<file path="src/rtl/dyn_shift_reg_mw.sv">
// Multi-bit, bidirectional shift register with parallel load, per-stage valid
// tracking and a registered run-time selectable tap.
module dyn_shift_reg_mw #(
  parameter int unsigned WIDTH    = 8,
  parameter int unsigned SELWIDTH = 3
) (
  input  logic                            clk,
  input  logic                            rst_n,
  input  logic                            clken,
  input  logic                            clr,
  input  logic                            dir,
  input  logic                            load,
  input  logic [(2**SELWIDTH)*WIDTH-1:0]  pdata,
  input  logic [WIDTH-1:0]                si,
  input  logic                            si_valid,
  input  logic [SELWIDTH-1:0]             sel,
  output logic [WIDTH-1:0]                dout,
  output logic                            dout_valid,
  output logic                            full,
  output logic                            empty
);

  localparam int unsigned DEPTH = 2 ** SELWIDTH;

  logic [WIDTH-1:0] data_q [DEPTH];
  logic [WIDTH-1:0] data_d [DEPTH];
  logic [DEPTH-1:0] vld_q, vld_d;
  logic [WIDTH-1:0] dout_q;
  logic             dout_valid_q;

  always_comb begin
    for (int unsigned i = 0; i < DEPTH; i++) begin
      data_d[i] = data_q[i];
    end
    vld_d = vld_q;
    if (clken) begin
      if (load) begin
        for (int unsigned i = 0; i < DEPTH; i++) begin
          data_d[i] = pdata[i*WIDTH +: WIDTH];
        end
        vld_d = '1;
      end else if (!dir) begin
        data_d[0] = si;
        for (int unsigned i = 1; i < DEPTH; i++) begin
          data_d[i] = data_q[i-1];
        end
        vld_d = {vld_q[DEPTH-2:0], si_valid};
      end else begin
        data_d[DEPTH-1] = si;
        for (int unsigned i = 0; i < DEPTH - 1; i++) begin
          data_d[i] = data_q[i+1];
        end
        vld_d = {si_valid, vld_q[DEPTH-1:1]};
      end
    end
  end

  // Tap register samples the pre-edge stage contents, independent of clken.
  always_ff @(posedge clk) begin
    if (!rst_n || clr) begin
      for (int unsigned i = 0; i < DEPTH; i++) begin
        data_q[i] <= '0;
      end
      vld_q        <= '0;
      dout_q       <= '0;
      dout_valid_q <= 1'b0;
    end else begin
      for (int unsigned i = 0; i < DEPTH; i++) begin
        data_q[i] <= data_d[i];
      end
      vld_q        <= vld_d;
      dout_q       <= data_q[sel];
      dout_valid_q <= vld_q[sel];
    end
  end

  assign dout       = dout_q;
  assign dout_valid = dout_valid_q;
  assign full       = &vld_q;
  assign empty      = ~|vld_q;

endmodule

</file>
<file path="config.mk">
export PLATFORM = sky130hd
export DESIGN_NAME = dyn_shift_reg_mw
export DESIGN_NICKNAME = d
export VERILOG_FILES = /design/src/rtl/dyn_shift_reg_mw.sv
export SDC_FILE = /design/constraint.sdc
export NUM_CORES = 1
export LEC_CHECK = 0
export ABC_AREA = 1
export CAP_MARGIN = 20
export CORE_MARGIN = 3
export CORE_UTILIZATION = 55
export CTS_CLUSTER_DIAMETER = 100
export DETAILED_ROUTE_END_ITERATION = 7
export GPL_ROUTABILITY_DRIVEN = 0
export PLACE_DENSITY = 0.84
export SLEW_MARGIN = 25
export SYNTH_ARGS = -nofsm -noshare
export SYNTH_HDL_FRONTEND = slang
export SYNTH_SLANG_ARGS = --single-unit
</file>
<file path="constraint.sdc">
create_clock -name clk -period 3 [get_ports clk]
set_clock_uncertainty 0.15 [all_clocks]
set_input_delay 0.45 -clock clk [delete_from_list [all_inputs] [get_ports clk]]
set_output_delay 0.45 -clock clk [all_outputs]
set_load 0.01 [all_outputs]
</file>
# --- Word-level counts from Yosys, hierarchy flattened ---
# Memory sizes are Yosys's and may differ from the RTL's. A register that Yosys moved wholly into a read port is not among the register bits.
# Index checks and enable logic that the tools add are counted.
op_classes:
  order_cmp: 1
  muxes: 18
  bitwise_logic: 8
  reduce_logical: 5
op_table:
  columns: ["cell", "n"]
  rows:
  - ["two-way mux 64 bit", 3]
  - ["two-way mux 8 bit", 10]
  - ["bitwise OR 1 bit", 8]
  - ["AND reduction 8 bit", 1]
  - ["OR reduction 8 bit", 1]
  - ["less-than comparator 3 x 4 -> 1 bit, second input constant", 1]
  - ["two-way mux 1 bit", 4]
  - ["binary-select mux 1 bit (select 3 bit)", 1]
  - ["logical NOT 1 bit", 2]
  - ["logical OR 1 bit", 1]
totals:
  register_bits: 9
  mem_bits_rw: 64
  elab_cells: 35
  memories: 1
mem_list:
  columns: ["name", "words", "width", "read_ports", "rd_ports_with_merged_regs", "write_ports", "line", "source"]
  rows:
  - ["data_q", 8, 8, 9, 1, 8, "25", "logic [WIDTH-1:0] data_q [DEPTH];"]

# --- Logic depth before layout (Yosys ltp) ---
logic_depth:
  depth_word: 5
  mapped_depth: 8
  ltp_nobuf: 6

# --- Worst setup path after synthesis ---
# No wires, ideal clock.
synth_timing:
  path_type: "in2reg"
  start: "input dir"
  end: "memory data_q[2][0]"
  setup_ps: 118
  arrival_ps: 1138
  slack_ps: 1595
  stages: 7
  n_path_buf: 4
  path_cell_list: "buf_6 > inv_2 > buf_6 > buf_8 > buf_8 > a21oi_2 > nor2_1"
synth_lines:
  columns: ["item", "line", "source"]
  rows:
  - ["start: declaration", "11", "input logic dir,"]
  - ["end: declaration", "25", null]

# --- Worst setup path after layout ---
layout_timing:
  start: "register vld_q[6]"
  end: "output full"
layout_via:
  elab_chain_cells: 1
layout_rtl:
  columns: ["item", "line", "source"]
  rows:
  - ["start: declaration", "27", "logic [DEPTH-1:0] vld_q, vld_d;"]
  - ["start signal: assignment", "71", "vld_q <= vld_d;"]
  - ["AND reduction 8 bit", "79", "assign full = &vld_q;"]
  - ["end: declaration", "19", "output logic full,"]
# Every way passes these cells.

==> results.toml <==
[pwr]
power_switching_mw = 0.721
pwr_density_cell_nw_per_um2 = 420
cellLeakagePower_nw = 2.24
peakVddDrop_mv = 0.239
swShare = 0.306
power_frac_comb = 0.205
pwr-share-clk = 0.299
internal_power_mw = 1.63
sequentialPowerShare = 0.495

[clocking]
clk_pin_slew_ns = 0.08
cts_root_buffer = "clkbuf_8"
cts_tree = "yes"
cts.sinks = 81
cts_setup_buffers = 0
cts_max_level = 3
clock_tree.buffer_depth = 2
worstSkewPairLatency_ns = 0.35
post_cts_resized = 0
cts_hold_buf = 0
cts_buffers = 9

[routing]
avgViaCountPerCell = 6.01
drt_pass1_iterations = 6
ant_nets = 0
wirelength_microns = 13900
num_vias = 5029
drcViolationCount = 0
drt_iter0_markers = 551
wire_per_inst_microns = 16.6

[finish]
num-fill-cells = 665
area_growth_pct = 21.4
fin_cells = 837
fin_area_sq_um = 5610
finish.net_count = 813
n_antenna_cell = 0
layout-drive-gt1-share = 0.0626

[timing]
setup_viol = 0
fin_crit_sh = 0.734
slew_viol_final = 0
tightest_slew_ns = 0.757
max_slew_margin = 0.495
fin_ws_ns = 0.799
final.setup.tns_ns = 0
fin_crit_ns = 2.20
rsz0062_at_grt = "no"
max_freq_mhz = 454
hold_viol = 0

[status]
status = "completed"

[die]
fp.dieH_microns = 97.6
io_pins = 93
coreArea_sq_um = 7930
rows = 32
die_area_sq_um = 9530
start_util = 0.582
die_w_microns = 97.6

[yosys]
synth_nets = 756
synth_area_sq_um = 4620
syn_area_per_cell_sq_um = 6.85
synth.distinct_cells = 21
synthCells = 674
ys.warnings.count = 0
ys_ff_latch = 81
ys_seq_area_frac = 0.351

[global_routing]
overflow = 0
grtUsageTotal = 0.286
grt_max_degree = 82
antenna_found_initial = 0
grt_pass1_vias = 4526
grt_pass1_wl_microns = 22600

[placed_design]
detailed_place_hpwl_microns = 9610
io_buffers = 92
dp.cells = 822
place_ws_ns = 0.788
placed_cell_area_sq_um = 5450

[critical_path]
reg2reg_depth = 6
path_max_fanout = 5
r2r_slack_ns = 1.88
worstSetupEndpointType = "output pin"
r2r-start = "data_q[4][3]"
critPathLaunch = "vld_q[6]"
worst_setup_path_endpoint = "full"
critPathKind = "flop to output pin"
required_ns = 2.40
startpoint_type = "flop"
arrival_ns = 1.60
reg2reg_to = "dout[3]"

[hold_path]
min_path_cells = 2
hp-class = "flop to flop"

[job]
drv_cap = 0
[final cells by class]
type,count,area [sq um],area share
Tap cell,102,128,0.0228
Clock inverter,6,36.3,0.00647
Sequential cell,81,1620,0.289
Clock buffer,9,124,0.0221
Timing Repair Buffer,103,1050,0.187
Multi-Input combinational cell,458,2350,0.420
Inverter,78,297,0.0529
[worst min-delay path by stage]
stage          endpoint     start
2_1_floorplan  vld_q[0]  vld_q[1]
3_3_place_gp   vld_q[1]  vld_q[2]
3_5_place_dp   vld_q[3]  vld_q[4]
4_1_cts        vld_q[3]  vld_q[4]
5_1_grt        vld_q[3]  vld_q[4]
6_report       vld_q[4]  vld_q[5]
[cells in the mapped netlist]
cell type,count,area [sq um]
nand2_1,114,428
nor2_1,84,315
dfxtp_1,81,1620
inv_1,75,282
a21oi_1,67,335
o221ai_1,64,561
o21ai_1,55,275
nand3_1,45,225
buf_2,37,185
a21oi_2,13,114
o21ai_0,9,45.0
buf_6,8,90.1
clkbuf_1,5,18.8
buf_4,4,30.0
nand4_1,4,25.0
buf_8,2,30.0
inv_2,2,7.51
nor2_2,2,12.5
buf_1,1,3.75
inv_4,1,6.26
nand2_2,1,6.26
[metrics by stage]
step	hold slack (ns)	total power, mW	utilization
CTS	0.367	2.35	0.707
floorplan	0.323	1.47	-
finish	0.372	2.35	0.707
global route	0.395	2.46	0.707
detailed placement	0.356	1.66	0.687
global placement	0.347	1.66	0.687
[power by group through the flow]
stage	clock network, mW	registers (mW)	logic [mW]
floorplan	0	1.18	0.294
global placement	0	1.19	0.468
detailed placement	0	1.19	0.474
CTS	0.704	1.16	0.477
global route	0.752	1.17	0.532
finish	0.704	1.17	0.483
[logic make-up after synthesis]
| group | Yosys count | synth area share |
|---|---|---|
| DFF | 81 | 0.351 |
| and+or+nand+nor | 250 | 0.219 |
| buffers and inverters | 135 | 0.141 |
| AOI/OAI and AO/OA | 208 | 0.288 |
[critical path, cell delays in order (launching register included)]
cell             delay, ns
dfxtp_1               0.42
nand4_1               0.14
nor2_1                0.14
clkdlybuf4s50_1       0.55
[flip-flops by register name, summed over array words and instances, names as in the netlist]
register / count
dout_valid: 1
vld_q: 8
data_q: 64
dout: 8
[layout by cell type (no fill, tap or decap), drive strengths merged, types with 12 or more instances in the layout]
master / netlist / routed
clkdlybuf4s50: 0 / 91
nand3: 45 / 45
o21ai: 64 / 64
o221ai: 64 / 64
a21oi: 80 / 80
inv: 78 / 77
buf: 52 / 12
dfxtp: 81 / 81
nor2: 86 / 86
nand2: 115 / 115
[per-layer routing]
| metal | global-route usage | wire [microns] | vias to the layer above | part of all wire |
|---|---|---|---|---|
| met5 | 0 | 0 | - | 0 |
| met4 | 0.0863 | 306 | 0 | 0.022 |
| met3 | 0.0438 | 1180 | 31 | 0.085 |
| met2 | 0.451 | 6440 | 285 | 0.46 |
| met1 | 0.403 | 5950 | 2307 | 0.43 |
| li1 | - | - | 2406 | - |
Note: power is estimated with default switching activity, not from simulation.
